===== src/rtl/pc_gen.sv =====
// Fetch program-counter generator: boot sequencing, stall hold, branch/flush redirect
// with a one-deep pending branch. Optional target alignment under PC_MISALIGN_CHECK_EN.
`ifndef STOP
`define STOP 1'b1
`endif

module pc_gen #(
  parameter int                    ADDR_WIDTH   = 32,
  parameter logic [ADDR_WIDTH-1:0] RESET_VECTOR = '0,
  parameter int                    STEP         = 4,
  parameter int                    STALL_WIDTH  = 6
) (
  input  logic                   clk_i,
  input  logic                   rst_n_i,
  input  logic [STALL_WIDTH-1:0] stall_i,
  input  logic                   branch_i,
  input  logic [ADDR_WIDTH-1:0]  branch_target_i,
  input  logic                   flush_i,
  input  logic [ADDR_WIDTH-1:0]  flush_target_i,
  output logic [ADDR_WIDTH-1:0]  pc_o,
  output logic                   ce_o,
  output logic                   redirect_pend_o,
  output logic                   misalign_o
);

  typedef enum logic {BOOT = 1'b0, RUN = 1'b1} state_e;

  localparam logic [ADDR_WIDTH-1:0] STEP_A = ADDR_WIDTH'(STEP);
  localparam logic [ADDR_WIDTH-1:0] LOW_M  = ADDR_WIDTH'(STEP - 1);

  state_e                state_q, state_d;
  logic [ADDR_WIDTH-1:0] pc_q, pc_d;
  logic [ADDR_WIDTH-1:0] tgt_q, tgt_d;
  logic                  pend_q, pend_d;
  logic                  stop;
  logic                  redir;
  logic [ADDR_WIDTH-1:0] redir_tgt;

  assign stop = (stall_i[0] == `STOP);

  // Only stall bit 0 matters here; the rest belong to other pipeline stages.
  generate if (STALL_WIDTH > 1) begin : g_unused
    logic unused_stall;
    assign unused_stall = ^stall_i[STALL_WIDTH-1:1];
  end endgenerate

  always_ff @(posedge clk_i or negedge rst_n_i) begin
    if (!rst_n_i) begin
      state_q <= BOOT;
      pc_q    <= RESET_VECTOR;
      tgt_q   <= '0;
      pend_q  <= 1'b0;
    end else begin
      state_q <= state_d;
      pc_q    <= pc_d;
      tgt_q   <= tgt_d;
      pend_q  <= pend_d;
    end
  end

  always_comb begin
    state_d   = state_q;
    pc_d      = pc_q;
    tgt_d     = tgt_q;
    pend_d    = pend_q;
    redir     = 1'b0;
    redir_tgt = '0;
    case (state_q)
      BOOT: state_d = RUN;
      RUN: begin
        if (flush_i) begin
          redir     = 1'b1;
          redir_tgt = flush_target_i;
          pend_d    = 1'b0;
        end else if (branch_i && !stop) begin
          redir     = 1'b1;
          redir_tgt = branch_target_i;
          pend_d    = 1'b0;
        end else if (branch_i) begin
          // Newest stalled branch overwrites any older one.
          pend_d = 1'b1;
          tgt_d  = branch_target_i;
        end else if (pend_q && !stop) begin
          redir     = 1'b1;
          redir_tgt = tgt_q;
          pend_d    = 1'b0;
        end else if (!stop) begin
          pc_d = pc_q + STEP_A;
        end
      end
      default: state_d = BOOT;
    endcase
`ifdef PC_MISALIGN_CHECK_EN
    if (redir) pc_d = redir_tgt & ~LOW_M;
`else
    if (redir) pc_d = redir_tgt;
`endif
  end

`ifdef PC_MISALIGN_CHECK_EN
  logic mis_q;

  always_ff @(posedge clk_i or negedge rst_n_i) begin
    if (!rst_n_i) mis_q <= 1'b0;
    else          mis_q <= redir && (|(redir_tgt & LOW_M));
  end

  assign misalign_o = mis_q;
`else
  logic unused_lowm;
  assign unused_lowm = ^LOW_M;
  assign misalign_o  = 1'b0;
`endif

  assign pc_o            = pc_q;
  assign ce_o            = (state_q == RUN);
  assign redirect_pend_o = pend_q;

endmodule


===== config.mk =====
export PLATFORM = sky130hd
export DESIGN_NAME = pc_gen
export DESIGN_NICKNAME = d
export VERILOG_FILES = /design/src/rtl/pc_gen.sv
export SDC_FILE = /design/constraint.sdc
export NUM_CORES = 1
export LEC_CHECK = 0
export ABC_AREA = 1
export CORE_ASPECT_RATIO = 1.75
export CORE_MARGIN = 2
export CORE_UTILIZATION = 45
export DETAILED_ROUTE_END_ITERATION = 8
export PLACE_DENSITY = 0.76
export SYNTH_ARGS = -nofsm -noshare
export SYNTH_HDL_FRONTEND = slang
export SYNTH_SLANG_ARGS = --single-unit

===== constraint.sdc =====
create_clock -name clk_i -period 1.45 [get_ports clk_i]
set_clock_uncertainty 0.05 [all_clocks]
set_input_delay 0.29 -clock clk_i [delete_from_list [all_inputs] [get_ports clk_i]]
set_output_delay 0.29 -clock clk_i [all_outputs]
set_load 0.02 [all_outputs]

==> Word level (Yosys, flattened, before mapping) <==
Index checks and enable logic that the tools add are counted.
{ "op_classes": {"n_addsub": 1, "n_eq_ne": 5, "n_mux": 21, "bitwise": 2, "n_reduce_logical": 8} }
{ "op_table": {"columns": ["op", "count"], "rows": [
  ["$mux 32", 12],
  ["$add 32x3->32 const B", 1],
  ["$mux 1", 9],
  ["$ne 2x1->1 const B", 3],
  ["$reduce_and 6->1", 1],
  ["$ne 2x2->1 const B", 2],
  ["$reduce_and 4->1", 1],
  ["$reduce_bool 4->1", 1],
  ["$logic_and 1x1->1", 2],
  ["$not 1->1", 2],
  ["$reduce_and 2->1", 1],
  ["$reduce_bool 2->1", 1],
  ["$logic_not 1->1", 1]
]} }
{ "word_totals": {"reg_bits": 66, "inputBits": 74, "output_inout_bits": 35, "elab_cells": 41} }

==> Logic depth before layout (Yosys ltp) <==
{ "logic_depth": {"depth_word": 9, "depth_mapped": 10, "mapped_depth_nobuf": 10} }

==> Least setup slack after synthesis <==
No wires, ideal clock.
{ "synth_path": {"path_type": "register -> register", "startpoint": "register pc_q[3], in the netlist pc_o[3]", "endpoint": "register pc_q[18], in the netlist pc_o[18]", "setup_ns": 0.077, "arrival_ns": 1.486, "required_ns": 1.323, "setup_slack_ns": -0.163, "path_stages_with_launch": 9, "n_path_buf": 0, "synth_period_minus_slack_ns": 1.613, "cell_sequence": "dfrtp_1 ha_1 nand2_1 nor2_2 nand2_2 nor2_1 xor2_1 nand2_1 a21oi_1"} }
{ "synth_via": {"elab_chain_len": 8} }
{ "synth_rtl": {"columns": ["element", "line_no", "source"], "rows": [
  ["start, declared", "32", "logic [ADDR_WIDTH-1:0] pc_q, pc_d;"],
  ["start signal, assigned", "55", "pc_q <= pc_d;"],
  ["$add 32x3->32", "88", "pc_d = pc_q + STEP_A;"],
  ["$mux 32", "87", "end else if (!stop) begin"],
  ["$mux 32", "83", "end else if (pend_q && !stop) begin"],
  ["$mux 32", "79", "end else if (branch_i) begin"],
  ["$mux 32", "75", "end else if (branch_i && !stop) begin"],
  ["$mux 32", "71", "if (flush_i) begin"],
  ["$mux 32", "68", "case (state_q)"],
  ["$mux 32", "96", "if (redir) pc_d = redir_tgt;"]
]} }
Every way passes these cells. The select of a mux whose other input is x is not followed.
A chain may end at the register's enable or synchronous reset.

==> Final worst setup path <==
{ "layout_path": {"startpoint": "register pc_q[2], in the netlist pc_o[2]", "endpoint": "register pc_q[26], in the netlist pc_o[26]"} }
Same word-level chain as after synthesis.

==> results.yml <==
status:
  status: "finished with violations"
  violated_checks: "setup timing"
grt:
  antenna_found_initial: 0
  grt_pass1_wl_um: 24410
  global_route.overflow_total: 0
  grt_pass1_vias: 5077
  track_usage_pct: 29.47
  grt_start_max_net_pins: 36
worst_setup_path:
  worstPathRequired_ns: 1.61
  worst_path_most_repeated_cell: "sky130_fd_sc_hd__nand2_2"
  cp_slowest_cell: "sky130_fd_sc_hd__dfrtp_2"
  timing.rr.end: "pc_o[26]$_DFFE_PN0P_"
  reg2reg_setup_slack_ns: -0.15
  crit_path_cell_trace: "ha_4 > nand2_4 > nor2_4 > nand2_4 > buf_6 > inv_4 > nand2_2 > nand2_2 > nand2_2 > nand2_2 > a21oi_2"
  path_class: "flip-flop to flip-flop"
  crit-reg2reg-launch: "pc_o[2]$_DFFE_PN0P_"
  reg2reg_depth: 11
  start_kind: "flip-flop"
  crit_arrival_ns: 1.76
  cp-end-kind: "flip-flop"
  critPathBufInv: 2
  worst-path-max-fanout: 4
  crit_family: "simple AND/OR/NAND/NOR gates"
  crit_path_max_incr_delay_ns: 0.41
die:
  design.core.area_um2: 9409
  start_util_pct: 46.25
  num_io_pins: 109
  design.die.area_um2: 10500
  die_width_um: 78.34
  die-height_um: 134.1
  num_rows: 47
power_and_ir_drop:
  cellPowerDensity_nw_per_um2: 1078
  clkPwrFrac_pct: 29.6
  worst_ir_drop_vdd_v: 0.0007529
  share_comb_of_total_power_pct: 35.7
  leakagePower_uw: 0.003203
  intPower_uw: 4880
  power_switching_share_pct: 34.58
  sequentialPowerShare_pct: 34.7
  p_sw_uw: 2580
yosys:
  combinational_family_with_the_most_area_after_synthesis: "simple AND/OR/NAND/NOR gates"
  synth_adder_area_share_pct: 0.2875
  postSynthCellCount: 654
  post_synth_instance_area_um2: 4352
  syn-num-nets: 729
  synth-xor-area-share_pct: 1.208
  synth.mux.area_fraction_pct: 1.553
  netlist-cell-type-count: 30
  flip_flop_and_latch_count_after_synthesis: 66
  synthSimpleGateAreaFrac_pct: 31.51
  syn_area_per_cell_um2: 6.654
  synth_compound_area_share_pct: 18.55
  ys.warnings.count: 0
  synth-seq-area-share_pct: 37.95
clock_network:
  cts_made_buffers: 9
  clock-root-buffer: "sky130_fd_sc_hd__clkbuf_16"
  worstSkewPairLatency_ns: 0.33
  cts_tree: "yes"
  ctsLongestPathBuffers: 2
  clkTransAtPathRegs_ns: 0.06
  cts.sinks: 66
  htree_num_levels: 3
detailed_routing:
  total_number_of_vias: 5180
  firstDrtPassIters: 5
  antenna_left: 0
  post_drt_wl_per_cell_um: 15.90
  route.detailed.vias_per_inst: 5.396
  drcViolationCount: 0
  wl_um: 15270
  drt_initial_violations: 407
place:
  number_of_cells_in_the_design_after_placement: 925
  hpwl_um: 10950
  place.gp.congestion: 0.9414
  placed_area_um2: 6121
  dp_worst_setup_slack_ns: -0.4821
  place.port_buffers: 102
sta:
  setup_repair_after_global_routing_missed_its_margin: "true"
  final_period_minus_worst_setup_slack_ns: 1.595
  finalSetupTns_ns: -1.407
  post-route-period-util_pct: 110.0
  hold_viol: 0
  fmax_mhz: 626.9
  timing_max_transition_violations_final: 0
  setup_violations: 23
  layout_setup_ws_ns: -0.1452
  worst_hold_slack_ns: 0.3583
min_path:
  worst_hold_path_type: "input pin to asynchronous set/reset pin"
finish:
  stdcell_area_um2: 6918
  num-fill-cells: 725
  post_layout_nonfiller_instances: 960
  drive_above_1_share_pct: 29.95
  nets: 908
  areaGrowthSynthToFinish_pct: 58.97
  num_antenna_cells: 0
run:
  timing.max_cap.violations: 0
[power by group through the flow]
stage / Clock (uW) / Combinational [uW] / Sequential (uW)
after floorplan: 0 / 956 / 2740
after global placement: 0 / 2350 / 2550
after detailed placement: 0 / 2400 / 2570
after CTS: 2230 / 2470 / 2550
after global routing: 2310 / 2890 / 2620
final: 2210 / 2670 / 2590
[sequential cells by signal, summed over array words and instances, names as in the netlist]
register         flops
pc_o                32
redirect_pend_o      1
ce_o                 1
tgt_q               32
[cell families (layout without fill, tap and decap cells)]
logic type               count (synthesis)  count (layout)
AND/OR/NAND/NOR                        335             335
AO/OA/AOI/OAI                          147             147
buffers and inverters                   91             275
flip-flops                              66              66
XOR/XNOR                                 6               6
multiplexers                             6               6
other                                    2               2
adder cells (fa/ha/maj)                  1               1
[cells in the final DEF (no fill, tap or decap), types with 15 or more instances in the layout]
cell                                n
sky130_fd_sc_hd__dfrtp_2           15
sky130_fd_sc_hd__clkdlybuf4s50_1   64
sky130_fd_sc_hd__o21ai_0           56
sky130_fd_sc_hd__inv_1             52
sky130_fd_sc_hd__nand2_1          152
sky130_fd_sc_hd__o211ai_1          21
sky130_fd_sc_hd__nor2_2            16
sky130_fd_sc_hd__nand2_2           26
sky130_fd_sc_hd__buf_4             68
sky130_fd_sc_hd__nand3_1           18
sky130_fd_sc_hd__buf_6             19
sky130_fd_sc_hd__dfrtp_1           51
sky130_fd_sc_hd__a21oi_1           37
sky130_fd_sc_hd__nor2_1            85
[cell usage after synthesis]
cell type | count | area, um^2
sky130_fd_sc_hd__a21oi_1 | 50 | 250.2
sky130_fd_sc_hd__nand4_1 | 1 | 6.260
sky130_fd_sc_hd__o21ai_1 | 10 | 50.05
sky130_fd_sc_hd__buf_2 | 17 | 85.08
sky130_fd_sc_hd__nand3_1 | 29 | 145.1
sky130_fd_sc_hd__o21bai_1 | 1 | 7.510
sky130_fd_sc_hd__nor2_4 | 1 | 11.26
sky130_fd_sc_hd__or2_2 | 4 | 25.02
sky130_fd_sc_hd__ha_1 | 1 | 12.51
sky130_fd_sc_hd__nor3_1 | 1 | 5.000
sky130_fd_sc_hd__inv_2 | 4 | 15.01
sky130_fd_sc_hd__clkbuf_1 | 10 | 37.54
sky130_fd_sc_hd__xnor2_1 | 1 | 8.760
sky130_fd_sc_hd__a31oi_1 | 1 | 6.260
sky130_fd_sc_hd__or2_0 | 1 | 6.260
sky130_fd_sc_hd__o211ai_1 | 21 | 157.7
sky130_fd_sc_hd__mux2_2 | 6 | 67.56
sky130_fd_sc_hd__dfrtp_1 | 66 | 1652
sky130_fd_sc_hd__nor2_2 | 9 | 56.30
sky130_fd_sc_hd__conb_1 | 2 | 7.510
sky130_fd_sc_hd__nor2_1 | 103 | 386.6
sky130_fd_sc_hd__buf_4 | 5 | 37.54
sky130_fd_sc_hd__nand3_4 | 1 | 17.52
sky130_fd_sc_hd__nand3b_1 | 2 | 15.01
sky130_fd_sc_hd__a22oi_1 | 6 | 45.04
sky130_fd_sc_hd__o21ai_0 | 58 | 290.3
sky130_fd_sc_hd__inv_1 | 55 | 206.5
sky130_fd_sc_hd__nand2_2 | 4 | 25.02
sky130_fd_sc_hd__nand2_1 | 179 | 671.9
sky130_fd_sc_hd__xor2_1 | 5 | 43.79
[layout make-up]
| type | instances | area [um^2] | share of cell area [%] |
|---|---|---|---|
| inverter | 59 | 229.0 | 3.310 |
| clock buffer | 12 | 256.5 | 3.708 |
| clock inverter | 4 | 50.05 | 0.7235 |
| tap | 122 | 152.6 | 2.207 |
| sequential | 66 | 1670 | 24.15 |
| multi-input combinational | 497 | 2665 | 38.52 |
| timing repair buffer | 200 | 1894 | 27.38 |
[how the worst max path moves through the flow]
stage                                    from              endpoint  slack (ns)  cells past startpoint
after detailed placement           stall_i[0]  pc_o[29]$_DFFE_PN0P_       -0.48                     10
after CTS                 pc_o[2]$_DFFE_PN0P_   pc_o[7]$_DFFE_PN0P_       -0.10                      6
final                     pc_o[2]$_DFFE_PN0P_  pc_o[26]$_DFFE_PN0P_       -0.15                     11
after floorplan           pc_o[3]$_DFFE_PN0P_  pc_o[12]$_DFFE_PN0P_       -0.02                     10
after global routing      pc_o[2]$_DFFE_PN0P_  pc_o[28]$_DFFE_PN0P_       -0.18                      9
after global placement             stall_i[0]  pc_o[21]$_DFFE_PN0P_       -0.42                      8
[per-layer routing]
metal,up-vias,track usage [%],part of all wire [%]
li1,2462,-,-
met1,2458,33.93,37
met2,215,53.21,54
met3,45,3.499,4.6
met4,0,14.52,3.8
met5,-,0,0
[stage by stage]
stage	power (uW)	util (%)
6_report	7459	73.52
5_1_grt	7823	73.52
4_1_cts	7251	71.42
3_5_place_dp	4965	65.05
3_3_place_gp	4898	65.05
2_1_floorplan	3693	-
[timing repair]
item | in CTS | in global routing
pin swaps | 41 | 20
resized for setup | 136 | 68
gates cloned | 2 | 0
setup endpoints to repair | 94 | 45
buffers inserted | 8 | 10
hold buffers | 1 | 0
hold endpoints to repair | 10 | 0
Power figures use the tool's default switching activity.
